$ cat config.mk
export PLATFORM = sky130hd
export DESIGN_NAME = melody_player_flat
export DESIGN_NICKNAME = d
export VERILOG_FILES = /design/src/rtl/melody_player_if.sv /design/src/rtl/melody_player.sv /design/src/flat_wrapper.sv
export SDC_FILE = /design/constraint.sdc
export NUM_CORES = 1
export LEC_CHECK = 0
export CAP_MARGIN = 5
export CORE_MARGIN = 2
export CORE_UTILIZATION = 60
export DETAILED_ROUTE_END_ITERATION = 8
export MAX_ROUTING_LAYER = met4
export PLACE_DENSITY_LB_ADDON = 0.15
export SYNTH_ARGS = -nofsm -noshare
export SYNTH_HDL_FRONTEND = slang
export SYNTH_SLANG_ARGS = --single-unit
$ cat constraint.sdc
create_clock -name clk -period 6.5 [get_ports clk]
set_input_delay 1.3 -clock clk [delete_from_list [all_inputs] [get_ports clk]]
set_output_delay 1.3 -clock clk [all_outputs]
set_load 0.02 [all_outputs]
$ cat src/rtl/melody_player_if.sv
// Control/status bundle between the button/switch logic and the melody player.
// The player owns the slave side and the board logic owns the master side.
interface melody_player_if #(
  parameter int SEL_W = 2,
  parameter int IDX_W = 6
);
  logic             play;
  logic             stop;
  logic [SEL_W-1:0] song_sel;
  logic             loop;
  logic [1:0]       tempo;
  logic             beep;
  logic             busy;
  logic [IDX_W-1:0] note_idx;
  logic             song_done;

  modport master (
    output play, stop, song_sel, loop, tempo,
    input  beep, busy, note_idx, song_done
  );

  modport slave (
    input  play, stop, song_sel, loop, tempo,
    output beep, busy, note_idx, song_done
  );
endinterface

$ cat src/rtl/melody_player.sv
// Multi-song square-wave melody player: note ROM of {pitch, beats} entries,
// play/stop/loop control, tempo scaling and a silent articulation gap per note.
module melody_player #(
  parameter int CLK_HZ    = 50_000_000,
  parameter int BEAT_MS   = 250,
  parameter int GAP_MS    = 10,
  parameter int NUM_SONGS = 4,
  parameter int MAX_LEN   = 64
)(
  input  logic            clk,
  input  logic            rst,
  melody_player_if.slave  bus
);
  localparam int SEL_W    = (NUM_SONGS > 1) ? $clog2(NUM_SONGS) : 1;
  localparam int IDX_W    = (MAX_LEN > 1) ? $clog2(MAX_LEN) : 1;
  localparam int BEAT_CYC = CLK_HZ / 1000 * BEAT_MS;
  localparam int GAP_CYC  = CLK_HZ / 1000 * GAP_MS;
  // Longest note: 7 beats at half tempo (beat doubled).
  localparam int CNT_W    = $clog2(BEAT_CYC * 14 + GAP_CYC + 1);
  localparam int HALF_W   = $clog2(CLK_HZ / (2 * 392) + 1);

  localparam logic [CNT_W-1:0] BEAT_C = CNT_W'(BEAT_CYC);
  localparam logic [CNT_W-1:0] GAP_C  = CNT_W'(GAP_CYC);

  localparam logic [3:0] P_REST = 4'd0,  P_L5 = 4'd1,  P_L6 = 4'd2,  P_L7 = 4'd3;
  localparam logic [3:0] P_M1   = 4'd4,  P_M2 = 4'd5,  P_M3 = 4'd6,  P_M4 = 4'd7;
  localparam logic [3:0] P_M5   = 4'd8,  P_M6 = 4'd9,  P_M7 = 4'd10, P_H1 = 4'd11;
  localparam logic [3:0] P_END  = 4'd15;

  typedef enum logic [1:0] {IDLE, LOAD, TONE, GAP} state_t;

  function automatic logic [7:0] ent(input logic [3:0] p, input logic [2:0] b);
    return {p, b, 1'b0};
  endfunction

  // Last song slot is always the test pattern; slot 2 is left empty.
  function automatic logic [7:0] rom_rd(input logic [SEL_W-1:0] s, input logic [IDX_W-1:0] i);
    logic [7:0] e;
    e = ent(P_END, 3'd0);
    if (int'(s) == NUM_SONGS - 1) begin
      case (int'(i))
        0: e = ent(P_M1, 3'd1);
        1: e = ent(P_REST, 3'd1);
        2: e = ent(P_H1, 3'd2);
        default: e = ent(P_END, 3'd0);
      endcase
    end else if (int'(s) == 0) begin
      case (int'(i))
        0:  e = ent(P_M1, 3'd1);
        1:  e = ent(P_M1, 3'd1);
        2:  e = ent(P_M5, 3'd1);
        3:  e = ent(P_M5, 3'd1);
        4:  e = ent(P_M6, 3'd1);
        5:  e = ent(P_M6, 3'd1);
        6:  e = ent(P_M5, 3'd2);
        7:  e = ent(P_REST, 3'd1);
        8:  e = ent(P_M4, 3'd1);
        9:  e = ent(P_M4, 3'd1);
        10: e = ent(P_M3, 3'd1);
        11: e = ent(P_M3, 3'd1);
        12: e = ent(P_M2, 3'd1);
        13: e = ent(P_M2, 3'd1);
        14: e = ent(P_M1, 3'd2);
        default: e = ent(P_END, 3'd0);
      endcase
    end else if (int'(s) == 1) begin
      case (int'(i))
        0:  e = ent(P_L5, 3'd1);
        1:  e = ent(P_L6, 3'd1);
        2:  e = ent(P_L7, 3'd1);
        3:  e = ent(P_M1, 3'd1);
        4:  e = ent(P_M2, 3'd1);
        5:  e = ent(P_M3, 3'd1);
        6:  e = ent(P_M4, 3'd1);
        7:  e = ent(P_M5, 3'd1);
        8:  e = ent(P_M6, 3'd1);
        9:  e = ent(P_M7, 3'd1);
        10: e = ent(P_H1, 3'd3);
        default: e = ent(P_END, 3'd0);
      endcase
    end
    return e;
  endfunction

  function automatic logic [HALF_W-1:0] half_of(input logic [3:0] p);
    case (p)
      P_L5:    half_of = HALF_W'(CLK_HZ / (2 * 392));
      P_L6:    half_of = HALF_W'(CLK_HZ / (2 * 440));
      P_L7:    half_of = HALF_W'(CLK_HZ / (2 * 494));
      P_M1:    half_of = HALF_W'(CLK_HZ / (2 * 523));
      P_M2:    half_of = HALF_W'(CLK_HZ / (2 * 587));
      P_M3:    half_of = HALF_W'(CLK_HZ / (2 * 659));
      P_M4:    half_of = HALF_W'(CLK_HZ / (2 * 698));
      P_M5:    half_of = HALF_W'(CLK_HZ / (2 * 784));
      P_M6:    half_of = HALF_W'(CLK_HZ / (2 * 880));
      P_M7:    half_of = HALF_W'(CLK_HZ / (2 * 988));
      P_H1:    half_of = HALF_W'(CLK_HZ / (2 * 1047));
      default: half_of = '0;
    endcase
  endfunction

  state_t             state, state_n;
  logic [SEL_W-1:0]   song;
  logic [IDX_W-1:0]   idx;
  logic [CNT_W-1:0]   cnt;
  logic [HALF_W-1:0]  tone_cnt;
  logic               gap_on, beep_r, done_r;

  logic [7:0]         entry;
  logic [3:0]         pitch;
  logic [2:0]         beats, beats_eff;
  logic               spare_unused;
  logic [HALF_W-1:0]  half;
  logic               is_tone, is_end, gap_fit;
  logic [CNT_W-1:0]   beat_len, note_cyc, tone_len;

  assign entry        = rom_rd(song, idx);
  assign pitch        = entry[7:4];
  assign beats        = entry[3:1];
  assign spare_unused = entry[0];
  assign half         = half_of(pitch);
  assign is_tone      = (pitch != P_REST) && (pitch <= P_H1);
  // A song with no END marker is cut off at the last ROM slot.
  assign is_end       = (pitch == P_END) || (int'(idx) == MAX_LEN - 1);
  assign beats_eff    = (beats == 3'd0) ? 3'd1 : beats;

  always_comb begin
    beat_len = BEAT_C;
    case (bus.tempo)
      2'd1:    beat_len = BEAT_C >> 1;
      2'd2:    beat_len = BEAT_C >> 2;
      2'd3:    beat_len = BEAT_C << 1;
      default: beat_len = BEAT_C;
    endcase
  end

  assign note_cyc = beat_len * CNT_W'(beats_eff);
  assign gap_fit  = (GAP_C != '0) && (GAP_C < note_cyc);
  assign tone_len = gap_fit ? note_cyc - GAP_C : note_cyc;

  always_ff @(posedge clk) begin
    if (rst) state <= IDLE;
    else     state <= state_n;
  end

  always_comb begin
    state_n = state;
    case (state)
      IDLE:    if (bus.play) state_n = LOAD;
      LOAD:    state_n = is_end ? (bus.loop ? LOAD : IDLE) : TONE;
      TONE:    if (cnt == '0) state_n = gap_on ? GAP : LOAD;
      GAP:     if (cnt == '0) state_n = LOAD;
      default: state_n = IDLE;
    endcase
    if (bus.stop) state_n = IDLE;
  end

  always_ff @(posedge clk) begin
    if (rst) begin
      song     <= '0;
      idx      <= '0;
      cnt      <= '0;
      tone_cnt <= '0;
      gap_on   <= 1'b0;
      beep_r   <= 1'b0;
      done_r   <= 1'b0;
    end else if (bus.stop) begin
      idx      <= '0;
      cnt      <= '0;
      tone_cnt <= '0;
      beep_r   <= 1'b0;
      done_r   <= 1'b0;
    end else begin
      done_r <= 1'b0;
      case (state)
        IDLE: if (bus.play) begin
          song <= bus.song_sel;
          idx  <= '0;
        end
        LOAD: if (is_end) begin
          done_r <= 1'b1;
          idx    <= '0;
        end else begin
          cnt      <= tone_len - 1'b1;
          gap_on   <= gap_fit;
          tone_cnt <= '0;
          beep_r   <= 1'b0;
        end
        TONE: if (cnt == '0) begin
          beep_r   <= 1'b0;
          tone_cnt <= '0;
          if (gap_on) cnt <= GAP_C - 1'b1;
          else        idx <= idx + 1'b1;
        end else begin
          cnt <= cnt - 1'b1;
          if (is_tone) begin
            if (tone_cnt == half - 1'b1) begin
              tone_cnt <= '0;
              beep_r   <= ~beep_r;
            end else begin
              tone_cnt <= tone_cnt + 1'b1;
            end
          end
        end
        GAP: if (cnt == '0) idx <= idx + 1'b1;
             else           cnt <= cnt - 1'b1;
        default: ;
      endcase
    end
  end

  assign bus.beep      = beep_r;
  assign bus.busy      = (state != IDLE);
  assign bus.note_idx  = idx;
  assign bus.song_done = done_r;
endmodule
$ cat src/flat_wrapper.sv
// flat-port wrapper written by rule: the top's interface ports become plain ports
module melody_player_flat 
#(
  parameter int CLK_HZ    = 50_000_000,
  parameter int BEAT_MS   = 250,
  parameter int GAP_MS    = 10,
  parameter int NUM_SONGS = 4,
  parameter int MAX_LEN   = 64
)
  (clk, rst, bus_play, bus_stop, bus_song_sel, bus_loop, bus_tempo, bus_beep, bus_busy, bus_note_idx, bus_song_done);
  melody_player_if bus_i ();
  input  logic clk;
  input  logic rst;
  input wire logic [$bits(bus_i.play)-1:0] bus_play;
  input wire logic [$bits(bus_i.stop)-1:0] bus_stop;
  input wire logic [$bits(bus_i.song_sel)-1:0] bus_song_sel;
  input wire logic [$bits(bus_i.loop)-1:0] bus_loop;
  input wire logic [$bits(bus_i.tempo)-1:0] bus_tempo;
  output wire logic [$bits(bus_i.beep)-1:0] bus_beep;
  output wire logic [$bits(bus_i.busy)-1:0] bus_busy;
  output wire logic [$bits(bus_i.note_idx)-1:0] bus_note_idx;
  output wire logic [$bits(bus_i.song_done)-1:0] bus_song_done;
  assign bus_i.play = bus_play;
  assign bus_i.stop = bus_stop;
  assign bus_i.song_sel = bus_song_sel;
  assign bus_i.loop = bus_loop;
  assign bus_i.tempo = bus_tempo;
  assign bus_beep = bus_i.beep;
  assign bus_busy = bus_i.busy;
  assign bus_note_idx = bus_i.note_idx;
  assign bus_song_done = bus_i.song_done;
  melody_player #(.CLK_HZ(CLK_HZ), .BEAT_MS(BEAT_MS), .GAP_MS(GAP_MS), .NUM_SONGS(NUM_SONGS), .MAX_LEN(MAX_LEN)) u_core (.clk(clk), .rst(rst), .bus(bus_i));
endmodule
==> flow_metrics.tcl <==
set metrics [dict create \
    final_util_pct 68.30 \
    max_cap_viol_count 0 \
    io_pins 18 \
    layout-drive-gt1-share_pct 13.51 \
    cts-buffers-inserted 9 \
    worst-path-buf-inv 4 \
    synthDistinctLibCells 103 \
    netlist_area_um2 8049 \
    p_comb_share_pct 31.2 \
    slew_violations 0 \
    antenna_left 0 \
    antenna_found_initial 0 \
    status "finished, final reports clean" \
    async_flop_share_pct 0 \
    cp_slowest_cell "clkdlybuf4s50_1" \
    power_density_nw_per_um2 147.6 \
    grt.overflow.total 0 \
    place_congestion 1.011 \
    setup_violations 0 \
    wl_um 22610 \
    syn_nets 1144 \
    avgRoutedWirePerCell_um 17.38 \
    switching_power_mw 0.4597 \
    synth_cells 1077 \
    grt_pass1_vias 7805 \
    die_h_um 119.8 \
    irDropWorstVdd_mv 0.1130 \
    nNetsFinal 1187 \
    tritoncts "done" \
    setup.worst_path.class "input port to flop" \
    dpl_cell_area_um2 8687 \
    port-buffer-count 17 \
    clkLatencyLatePin_ns 0.35 \
    synth_area_per_cell_um2 7.474 \
    worst_path_dominant_cell_family "compound AO/OA/AOI/OAI gates" \
    via_per_inst 6.357 \
    p_leak_nw 3.507 \
    p_int_mw 0.8696 \
    clockBufferDepth 2 \
    cts.sink_count 69 \
    cts-htree-levels 3 \
    period_minus_slack_ns 6.145 \
    start_util_pct 61.02 \
    yosysSeqAreaShare_pct 17.16 \
    dr.pass1.iters 5 \
    setup_ws_ns 0.3555 \
    hp-class "flop to flop" \
    dp_slack_ns -0.06714 \
    arrival_ns 6.37 \
    grt_max_degree 32 \
    grt_pass1_wl_um 37690 \
    fin_skew_ns 0.01248 \
    rows 42 \
    hold_viol 0 \
    cp_cell_sequence "clkdlybuf4s50_1, buf_4, ha_1, o21bai_2, nor2_1, ha_1, ha_1, and2_1, o21ai_0, a21oi_2, a311oi_1, a211oi_1, nor4_2, buf_4, o211a_4, a211o_4, o21ai_1, a211oi_4, buf_4, nor3_4, a2111oi_2, or3b_1" \
    sw_frac_of_total_pct 34.58 \
    dieArea_um2 14360 \
    ctsHoldBuffers 0 \
    drc_errors 0 \
    critPathCaptureType "flop" \
    via_count 8270 \
    fillCellCount 1177 \
    final_common_cell "nor2_1" \
    die_x_um 119.8 \
    clkPwrFrac_pct 35.8 \
    period_share_pct 94.53 \
    synth-edff-count 0 \
    worstPathRequired_ns 6.73 \
    crit_fanout 10 \
    hpwl_um 17300 \
    worstMarginPinSlew_ns 0.8093 \
    cts_root_buf "clkbuf_16" \
    gr-usage-all-layers_pct 32.98 \
    design_area_um2 9009 \
    drtIter0Drc 755 \
    fmax_mhz 162.7 \
    seqCellArea_um2 1381 \
    mostFrequentLayoutCells "125 x nor2_1, 95 x nand2_1, 69 x o21ai_0, 69 x dfxtp_1, 65 x a21oi_1" \
    seq_power_share_pct 33.0 \
    max_stage_delay_ns 0.43 \
    maxSlewHeadroom_pct 45.68 \
    core-area_um2 13190 \
    synth_seq_cells 69 \
    critPathLaunchType "input port" \
    multi_input_area_um2 6372 \
    synth_ff_type "dfxtp_1" \
    synth-warning-count 0 \
    syn2layout_area_growth_pct 11.92 \
    path_clk_slew_ns 0.06 \
    n_antenna_cell 0 \
]
[stage by stage]
stage               instances  hold slack [ns]  power [mW]  setup TNS [ns]
global route             1301           0.4968       1.394      -0.0007616
finish                   1301           0.4807       1.329               0
floorplan                1077           0.4353      0.7437               0
global placement         1284           0.4625      0.8475               0
detailed placement       1284           0.4712      0.8494         -0.1671
CTS                      1300           0.4810       1.321               0
[power by group through the flow]
stage / clock network [mW] / registers (mW) / logic, mW
after global routing: 0.497 / 0.440 / 0.458
after floorplan: 0 / 0.444 / 0.299
after detailed placement: 0 / 0.447 / 0.402
after global placement: 0 / 0.447 / 0.400
after CTS: 0.478 / 0.438 / 0.405
final: 0.477 / 0.439 / 0.414
[final timing paths]
check                         start             end  slack (ns)  depth (start not counted)
min                   u_core.cnt[5]   u_core.cnt[5]        0.48                          2
max                    bus_tempo[0]  u_core.cnt[23]        0.36                         22
min reg2reg           u_core.cnt[5]   u_core.cnt[5]        0.48                          2
max reg2reg  u_core.bus.note_idx[0]  u_core.cnt[23]        0.40                         24
[cells by family after synthesis]
family,share of synthesized area [%]
DFF,17.16
muxes,2.254
buffers and inverters,4.073
and+or+nand+nor,28.98
adders and majority gates,9.109
AOI/OAI and AO/OA,28.76
xor gates and xnor gates,9.669
[synth_stat cells, drive strengths merged, types with 5 or more instances]
master,count,area (um^2)
and3,23,143.9
o32ai,9,101.4
nor2b,13,81.33
dfxtp,69,1381
a31o,5,43.79
mux2,7,78.82
nand3,29,150.1
clkbuf,30,112.6
a211oi,13,122.6
nand4,20,125.1
o31a,7,61.31
and2,16,100.1
xnor2,55,481.7
nand2b,7,43.79
buf,16,95.09
o31ai,12,132.6
mux2i,9,102.6
nor3b,10,80.07
o21ai,78,394.1
nor2,127,479.2
o22ai,12,88.84
o21bai,9,67.56
a21o,9,67.56
nand2,96,362.8
xor2,30,296.5
or3b,5,46.30
or3,22,137.6
ha,57,713.2
o211ai,11,101.3
nor4,14,127.6
a311oi,6,52.55
o211a,7,92.59
a21oi,68,355.3
nor3,44,252.7
o21a,10,75.07
inv,32,120.1
a31oi,18,133.9
or2,10,62.56
a22oi,6,45.04
[repair_timing]
item                                    CTS  global route
gates resized for setup                   0             7
endpoints found under the setup margin    0             6
buffers inserted                          0             1
[cell type report]
cell class	instances	share of cell area, %
multi-input combinational	930	70.74
sequential	69	15.33
timing repair buffer	78	6.972
clock buffer	11	2.806
tap	176	2.444
inverter	32	1.333
clock inverter	5	0.3750
[tightest hold or removal path, delay by kind of cell (launching register included)]
family,cells,cell delay (ns)
flops,1,0.31
compound gates,2,0.13
[per-layer routing]
layer,vias to the layer above,part of all wire [%],track usage (%),wire length [um]
met3,42,5.3,5.418,1204
met2,243,47,54.39,10720
met1,3902,45,41.05,10170
met5,-,0,-,0
met4,0,2.3,11.32,515
li1,4083,-,-,-
Note: power is estimated with default switching activity, not from simulation.
